[config.mk]
export PLATFORM = sky130hd
export DESIGN_NAME = tcs_color_classifier
export DESIGN_NICKNAME = d
export VERILOG_FILES = /design/src/rtl/tcs_color_classifier.sv
export SDC_FILE = /design/constraint.sdc
export NUM_CORES = 1
export LEC_CHECK = 0
export ABC_CLOCK_PERIOD_IN_PS = 4400
export CAP_MARGIN = 10
export CORE_MARGIN = 2
export CORE_UTILIZATION = 40
export CTS_CLUSTER_DIAMETER = 50
export DETAILED_ROUTE_END_ITERATION = 7
export HOLD_SLACK_MARGIN = 0.1
export SLEW_MARGIN = 15
export SYNTH_ARGS = -nofsm -noshare
export SYNTH_HDL_FRONTEND = slang
export SYNTH_SLANG_ARGS = --single-unit
[constraint.sdc]
create_clock -name clk -period 4.4 [get_ports clk]
set_clock_uncertainty 0.15 [all_clocks]
set_input_delay 0.88 -clock clk [delete_from_list [all_inputs] [get_ports clk]]
set_output_delay 0.88 -clock clk [all_outputs]
set_load 0.05 [all_outputs]
[src/rtl/tcs_color_classifier.sv]
// TCS3200 colour classifier: steps the S2/S3 filter through red, green and
// blue, counts synchronised sensor edges in a fixed gate window per filter,
// then classifies the three counts into an RGBY symbol.
`timescale 1ns/1ps
module tcs_color_classifier #(
   parameter int SETTLE_CYCLES = 100,
   parameter int GATE_CYCLES   = 1000,
   parameter int MARGIN        = 16,
   parameter int MIN_COUNT     = 8
) (
   input  logic       clk,
   input  logic       reset,
   input  logic       startDetection,
   input  logic       frequencyFromColorSensor,
   output logic [1:0] colorSelect,
   output logic       detectionComplete,
   output logic [1:0] color,
   output logic       colorValid,
   output logic [7:0] freqCount,
   output logic [7:0] redCount,
   output logic [7:0] greenCount,
   output logic [7:0] blueCount,
   output logic       busy
);

   localparam int MAX_CYC = (SETTLE_CYCLES > GATE_CYCLES) ? SETTLE_CYCLES : GATE_CYCLES;
   localparam int TW      = $clog2(MAX_CYC + 1);
   localparam logic [TW-1:0] SETTLE_LAST = TW'(SETTLE_CYCLES - 1);
   localparam logic [TW-1:0] GATE_LAST   = TW'(GATE_CYCLES - 1);
   localparam logic [8:0]    MARGIN9     = 9'(MARGIN);
   localparam logic [7:0]    MIN8        = 8'(MIN_COUNT);

   // channel index: 0 = red, 1 = green, 2 = blue
   localparam logic [1:0] CH_RED   = 2'd0;
   localparam logic [1:0] CH_GREEN = 2'd1;
   localparam logic [1:0] CH_BLUE  = 2'd2;

   typedef enum logic [2:0] {
      ST_IDLE     = 3'd0,
      ST_SETTLE   = 3'd1,
      ST_GATE     = 3'd2,
      ST_CLASSIFY = 3'd3,
      ST_DONE     = 3'd4
   } state_t;

   state_t      state_r, state_s;
   logic [1:0]  ch_r, ch_s;
   logic [TW-1:0] timer_r;
   logic [2:0]  sync_r;
   logic        start_r;
   logic [7:0]  count_r, count_inc_s;
   logic [7:0]  wr_r, wg_r, wb_r;
   logic        edge_s;
   logic [1:0]  color_select_r, color_r, cls_color_s;
   logic        done_r, valid_r, busy_r, cls_valid_s, yellow_s;
   logic [7:0]  freq_r, red_r, green_r, blue_r, cls_freq_s;
   logic [8:0]  r9_s, g9_s, b9_s, diff_rg_s;

   // TCS3200 {S2,S3} code for a channel; clear filter when not measuring
   function automatic logic [1:0] sel_for(input logic [1:0] ch);
      logic [1:0] sel;
      case (ch)
         CH_RED:   sel = 2'b00;
         CH_GREEN: sel = 2'b11;
         CH_BLUE:  sel = 2'b01;
         default:  sel = 2'b10;
      endcase
      return sel;
   endfunction

   assign edge_s      = sync_r[1] & ~sync_r[2];
   assign count_inc_s = (edge_s && (count_r != 8'hFF)) ? (count_r + 8'd1) : count_r;

   // Next-state and next-channel logic of the measurement sequencer
   always_comb begin
      state_s = state_r;
      ch_s    = ch_r;
      case (state_r)
         ST_IDLE: begin
            if (start_r) begin
               state_s = ST_SETTLE;
               ch_s    = CH_RED;
            end else begin
               state_s = ST_IDLE;
            end
         end
         ST_SETTLE: begin
            if (timer_r == SETTLE_LAST) state_s = ST_GATE;
            else                        state_s = ST_SETTLE;
         end
         ST_GATE: begin
            if (timer_r == GATE_LAST) begin
               if (ch_r == CH_BLUE) begin
                  state_s = ST_CLASSIFY;
               end else begin
                  state_s = ST_SETTLE;
                  ch_s    = ch_r + 2'd1;
               end
            end else begin
               state_s = ST_GATE;
            end
         end
         ST_CLASSIFY: state_s = ST_DONE;
         ST_DONE:     state_s = ST_IDLE;
         default:     state_s = ST_IDLE;
      endcase
   end

   // Sequencer state and channel registers
   always_ff @(posedge clk or negedge reset) begin
      if (!reset) begin
         state_r <= ST_IDLE;
         ch_r    <= CH_RED;
      end else begin
         state_r <= state_s;
         ch_r    <= ch_s;
      end
   end

   // Input synchroniser, start capture (IDLE only), dwell timer and edge counter
   always_ff @(posedge clk or negedge reset) begin
      if (!reset) begin
         sync_r  <= 3'b000;
         start_r <= 1'b0;
         timer_r <= '0;
         count_r <= 8'd0;
         wr_r    <= 8'd0;
         wg_r    <= 8'd0;
         wb_r    <= 8'd0;
      end else begin
         sync_r  <= {sync_r[1:0], frequencyFromColorSensor};
         start_r <= startDetection & (state_r == ST_IDLE);
         if ((state_s != state_r) || ((state_r != ST_SETTLE) && (state_r != ST_GATE))) begin
            timer_r <= '0;
         end else begin
            timer_r <= timer_r + TW'(1);
         end
         if (state_r == ST_GATE) count_r <= count_inc_s;
         else                    count_r <= 8'd0;
         if ((state_r == ST_GATE) && (timer_r == GATE_LAST)) begin
            case (ch_r)
               CH_RED:   wr_r <= count_inc_s;
               CH_GREEN: wg_r <= count_inc_s;
               CH_BLUE:  wb_r <= count_inc_s;
               default:  wr_r <= wr_r;
            endcase
         end else begin
            wr_r <= wr_r;
         end
      end
   end

   // Classification of the three working counts (9-bit unsigned compares)
   always_comb begin
      r9_s        = {1'b0, wr_r};
      g9_s        = {1'b0, wg_r};
      b9_s        = {1'b0, wb_r};
      diff_rg_s   = (r9_s >= g9_s) ? (r9_s - g9_s) : (g9_s - r9_s);
      yellow_s    = (r9_s >= (b9_s + MARGIN9)) && (g9_s >= (b9_s + MARGIN9)) && (diff_rg_s <= MARGIN9);
      cls_color_s = 2'd2;
      cls_freq_s  = wb_r;
      if (yellow_s) begin
         cls_color_s = 2'd3;
         cls_freq_s  = (wr_r >= wg_r) ? wr_r : wg_r;
      end else if ((wr_r >= wg_r) && (wr_r >= wb_r)) begin
         cls_color_s = 2'd0;
         cls_freq_s  = wr_r;
      end else if (wg_r >= wb_r) begin
         cls_color_s = 2'd1;
         cls_freq_s  = wg_r;
      end else begin
         cls_color_s = 2'd2;
         cls_freq_s  = wb_r;
      end
      cls_valid_s = (cls_freq_s >= MIN8);
   end

   // Registered outputs: filter select, busy, completion pulse and results held between runs
   always_ff @(posedge clk or negedge reset) begin
      if (!reset) begin
         color_select_r <= 2'b10;
         busy_r         <= 1'b0;
         done_r         <= 1'b0;
         color_r        <= 2'd0;
         valid_r        <= 1'b0;
         freq_r         <= 8'd0;
         red_r          <= 8'd0;
         green_r        <= 8'd0;
         blue_r         <= 8'd0;
      end else begin
         if ((state_s == ST_SETTLE) || (state_s == ST_GATE)) color_select_r <= sel_for(ch_s);
         else                                                 color_select_r <= 2'b10;
         busy_r <= (state_s != ST_IDLE);
         done_r <= (state_r == ST_CLASSIFY);
         if (state_r == ST_CLASSIFY) begin
            color_r <= cls_color_s;
            valid_r <= cls_valid_s;
            freq_r  <= cls_freq_s;
            red_r   <= wr_r;
            green_r <= wg_r;
            blue_r  <= wb_r;
         end else begin
            color_r <= color_r;
         end
      end
   end

   assign colorSelect       = color_select_r;
   assign busy              = busy_r;
   assign detectionComplete = done_r;
   assign color             = color_r;
   assign colorValid        = valid_r;
   assign freqCount         = freq_r;
   assign redCount          = red_r;
   assign greenCount        = green_r;
   assign blueCount         = blue_r;

endmodule
; Yosys cells after proc, flatten, opt, wreduce, memory -nomap -nowiden
; Index checks and enable logic that the tools add are counted.
; W data, S select, Z words.
[classes]
n_addsub = 6
magnitude_cmp = 8
eq_ne = 15
n_mux = 22
bitwise_logic = 3
n_reduce_logical = 15
[op_table]
columns = op, count
row1 = $mux W8, 6
row2 = $ge A8 B8 Y1, 4
row3 = $ge A8 B9 Y1, 2
row4 = $mux W2, 9
row5 = $sub A8 B8 Y9, 2
row6 = $pmux W3 S4, 1
row7 = $add A10 B1 Y10 const B, 1
row8 = $eq A10 B10 Y1 const B, 1
row9 = $eq A10 B7 Y1 const B, 1
row10 = $mux W10, 1
row11 = $add A8 B5 Y9 const B, 1
row12 = $eq A3 B2 Y1 const B, 3
row13 = $le A9 B5 Y1 const B, 1
row14 = $mux W9, 1
row15 = $add A8 B1 Y8 const B, 1
row16 = $ge A8 B4 Y1 const B, 1
row17 = $ne A8 B8 Y1 const B, 1
row18 = $eq A3 B1 Y1 const B, 2
row19 = $logic_and A1 B1 Y1, 6
row20 = $pmux W2 S3, 1
row21 = $reduce_and A2 Y1, 3
row22 = $eq A2 B1 Y1 const B, 2
row23 = $eq A2 B2 Y1 const B, 2
row24 = $logic_not A2 Y1, 2
row25 = 12 further kinds, 14
[word_totals]
register_bits = 90
inputBits = 4
out_inout_bits = 39
elab_cells = 87

; Logic depth before layout (Yosys ltp)
[logic_depth]
ltp_word = 7
ltp_mapped = 12
ltp_nobuf = 12

; Least setup slack after synthesis
; No wires, ideal clock.
[synth_timing]
path_kind = reg2reg
start = reg wr_r[6]
end = reg valid_r, in the netlist colorValid
setup_ps = 151
t_arrival_ps = 2990
required_time_ps = 4099
slack_ps = 1109
path_stages_with_launch = 13
path_buffers = 1
synth_period_minus_slack_ps = 3291
cell_sequence = dfrtp_1 -> inv_1 -> ha_1 -> buf_6 -> nor4b_2 -> o21ai_1 -> or3_1 -> a2111o_1 -> a2111oi_4 -> nor3_1 -> or2_0 -> a21oi_1 -> a41oi_1
[synth_between]
elab_chain_len = 6
word_cells_on_any_way = 15
classes_between = add/sub (2) / order compare (6) / mux (4) / reduce/logical (3)
[synth_rtl]
columns = item, line
row1 = start: declaration, 52  ; logic [7:0] wr_r, wg_r, wb_r;
row2 = start signal: assignment, 142  ; CH_RED: wr_r <= count_inc_s;
row3 = start signal: assignment, 145  ; default: wr_r <= wr_r;
row4 = start signal: assignment, 148  ; wr_r <= wr_r;
row5 = $sub A8 B8 Y9 / $ge A8 B8 Y1 (equally long branches), "158, 164, 165"
row6 = $mux W9, 158  ; diff_rg_s = (r9_s >= g9_s) ? (r9_s - g9_s) : (g9_s - r9_s);
row7 = $le A9 B5 Y1, 159  ; yellow_s = (r9_s >= (b9_s + MARGIN9)) && (g9_s >= (b9_s + MARGIN9)) && (diff_rg_s <= MARGIN9);
row8 = $logic_and A1 B1 Y1, 159
row9 = $mux W8 *, 162  ; if (yellow_s) begin
row10 = $ge A8 B4 Y1 *, 175  ; cls_valid_s = (cls_freq_s >= MIN8);
row11 = end signal: assignment, 197  ; valid_r <= cls_valid_s;
row12 = end: declaration, 55  ; logic done_r, valid_r, busy_r, cls_valid_s, yellow_s;
; Mark *: on every way between the ends. The rest lies on a longest branch, timed or not.
; A chain may end at the register's enable or synchronous reset.

; Final worst setup path
[layout_timing]
start = reg wr_r[5]
end = reg valid_r, in the netlist colorValid
; Same word-level chain as after synthesis.

==> key figures <==
Logic synthesis
  – Ys Warns: 0
  – Yosys reg bits: 90
  – Mapped cell area: 5180 sq um
  – Synth cell types: 68
  – EDFF count, synth: 0
  – Cell taking the most area after synthesis: dfrtp_1
  – Synth top area share: 0.430
  – Synth area leaders: dfrtp_1, ha_1, nand2_1
  – Synth top cells by count: nand2_1, dfrtp_1, o21ai_0, ha_1, nor2_1
  – Cells after Synth: 559
  – Sequential share of the synthesized area: 0.435
  – Synthesized Nets: 610
  – Ys async rst share: 1.00
  – Cell with the most instances after synthesis: nand2_1
  – Main synth FF type: dfrtp_1
  – Mean Syn Cell Area: 9.26 sq um

Floorplan
  – Die X: 118 um
  – Die outline height: 118 um
  – Core Footprint: 12600 sq um
  – Starting Density: 0.410
  – Die area: 13900 sq um
  – Row count: 41
  – IO Pins: 43

STA
  – Hold Slack: 0.200 ns
  – Highest clock rate: 269 MHz
  – Final min period: 3.71 ns
  – Worst-Margin Slew: 1.03 ns
  – Final number of hold-violating endpoints: 0
  – Final setup vio count: 0
  – Rel. slew slack: 0.314
  – Crit share post-route: 0.844
  – Pins Over Slew Limit: 0
  – Fin Setup TNS: 0 ns
  – Unrepaired setup endpoints after global routing: no

Final layout
  – Layout area overhead: 17.6%
  – Util after Layout: 0.483
  – # diodes: 0
  – Share of post-route cells with drive strength above 1: 0.0630
  – Nets@finish: 649

GRT
  – All-layer global routing usage: 0.194
  – GRT overflow: 0
  – Largest net degree at the start of global routing: 66
  – Vias in the first global route: 4023
  – Initial antenna violation count: 0
  – First-pass GRT wire length: 21200 um

Detailed routing
  – DRT antenna net count: 0
  – Metal1 wirelength: 5960 um
  – Drt wl/cell: 16.3 um
  – DRC: 0
  – Final wirelength: 12700 um
  – WL met2: 6020 um
  – Drt initial violations: 226
  – DR vias: 4030
  – Top Layer Used: met4
  – Via density per instance: 5.20
  – Met3 Routed Length: 354 um
  – Drt pass-1 iters: 4

Critical path
  – CP bufs+invs: 1
  – Setup CP Type: reg2reg
  – Arr. time, crit path: 3.77 ns
  – Critical R2R Launch: wr_r[5]
  – Most frequent cell on the critical path: a21oi_1
  – CP Data Required Time: 4.45 ns
  – Worst Setup Start Kind: register
  – Crit. Startpoint: wr_r[5]
  – Largest delay share family, worst path: compound AO/OA/AOI/OAI gates
  – Critical Path Sink Type: register
  – CP max stage delay: 0.51 ns
  – CP cell instances: inv_1, ha_1, a21oi_1, o21ai_1, or3_1, a2111o_1, a2111oi_4, nor3_1, or2_0, a21oi_1, a41oi_1
  – CP max FO: 12
  – Slowest cell on crit path: dfrtp_1

CTS
  – H-tree depth reported by CTS: 3
  – Worst-skew pair later-pin latency: 0.35 ns
  – CTS tree: done
  – Hold_buf cts: 0
  – Total CTS buffers: 9
  – Clock transition at the registers of the reported paths: 0.07 ns
  – CTS max path bufs: 2
  – Postcts setup bufs: 0
  – Cts repair resizes: 0
  – CTS root buf: clkbuf_16
  – Clk sink count: 90

Job
  – Max-cap viol count: 0

Place
  – Hpwl dp: 9690 um
  – Port Buf Inserts: 42
  – Final RePlAce weighted congestion: 0.891

Power and ir drop
  – Max IR drop VDD: 0.291 mV
  – Static Leak: 0.00258 uW
  – Power per cell area: 299 nW/um^2

Hold path
  – Hold Startpoint: sync_r[0]
  – Hold WC Path Type: reg2reg

Run status
  – Status: finished clean
==> final cells by class <==
cell class              instances  area, sq um
fillers                      1236         6530
multi-input cells             414         2710
flip-flops and latches         90         2250
repair buffers                 46          448
clock buffers                  10          239
well taps                     172          215
inverters                      37          139
clock inverters                 6         88.8
==> metal layers <==
metal / track usage / up-vias
met4: 0.0715 / 0
li1: - / 2035
met2: 0.317 / 52
met3: 0.0383 / 16
met1: 0.255 / 1927
met5: 0 / -
==> placed cells by master, fill, tap and decap left out, types with 3 or more instances in the layout <==
cell             netlist  layout
o22ai_1                3       3
dfrtp_1               89      89
nand3_1               12      12
a31oi_1                3       3
inv_1                 36      36
nand2_1               92      92
a22o_1                 4       4
xnor2_1               13      13
nand2b_1               8       8
o21ai_0               61      61
or3_1                  4       4
a21oi_1               15      15
clkbuf_16              0       9
and3_1                 4       4
buf_4                  0       5
nor2b_1                7       7
a21o_1                 3       3
nor3_1                11      11
ha_1                  47      47
nand4_1                6       6
mux2i_1                9       9
o211ai_1               3       3
o21ai_1                8       8
nor2_1                42      42
xor2_1                 8       8
a211oi_1               3       3
clkdlybuf4s50_1        0      41
==> path summary, 6_finish.rpt <==
check	endpoint	slack [ns]	depth (start not counted)
min in group asynchronous	colorSelect[0]	0.46	1
worst max register to register	colorValid	0.69	11
worst max-delay path	colorValid	0.69	11
max in group asynchronous	wg_r[1]	2.76	2
worst min register to register	sync_r[1]	0.20	0
worst min-delay path	sync_r[1]	0.20	0
==> registers in the layout, indices dropped and copies added, names as in the netlist <==
name,count
timer_r,10
redCount,8
color,2
busy,1
wb_r,8
start_r,1
blueCount,8
colorSelect,2
sync_r,3
state_r,3
wg_r,8
freqCount,8
count_r,8
greenCount,8
wr_r,8
colorValid,1
detectionComplete,1
ch_r,2
==> power by group <==
part	switching [uW]	internal [uW]	leakage, uW
Clock	330	514	0.000155
Combinational	59.5	37.4	0.00119
Sequential	27.6	855	0.00123
Total	417	1410	0.00258
==> cells by family after synthesis <==
logic type | Yosys count | synth area share
xor+xnor | 21 | 0.0355
flops | 90 | 0.435
buf+inv | 55 | 0.0423
simple gates | 206 | 0.190
fa+ha+maj | 47 | 0.114
mux | 10 | 0.0203
compound gates | 130 | 0.163
==> per-stage QoR <==
| stage | setup WS (ns) | area (sq um) | power [uW] | std cells |
|---|---|---|---|---|
| finish | 0.685 | 6090 | 1820 | 775 |
| global route | 0.322 | 6090 | 1900 | 775 |
| CTS | 0.681 | 6090 | 1850 | 775 |
| detailed placement | 0.699 | 5760 | 998 | 759 |
| global placement | 0.710 | 5760 | 993 | 759 |
| floorplan | 1.11 | 5180 | 956 | 559 |
(Power assumes the default switching activity.)
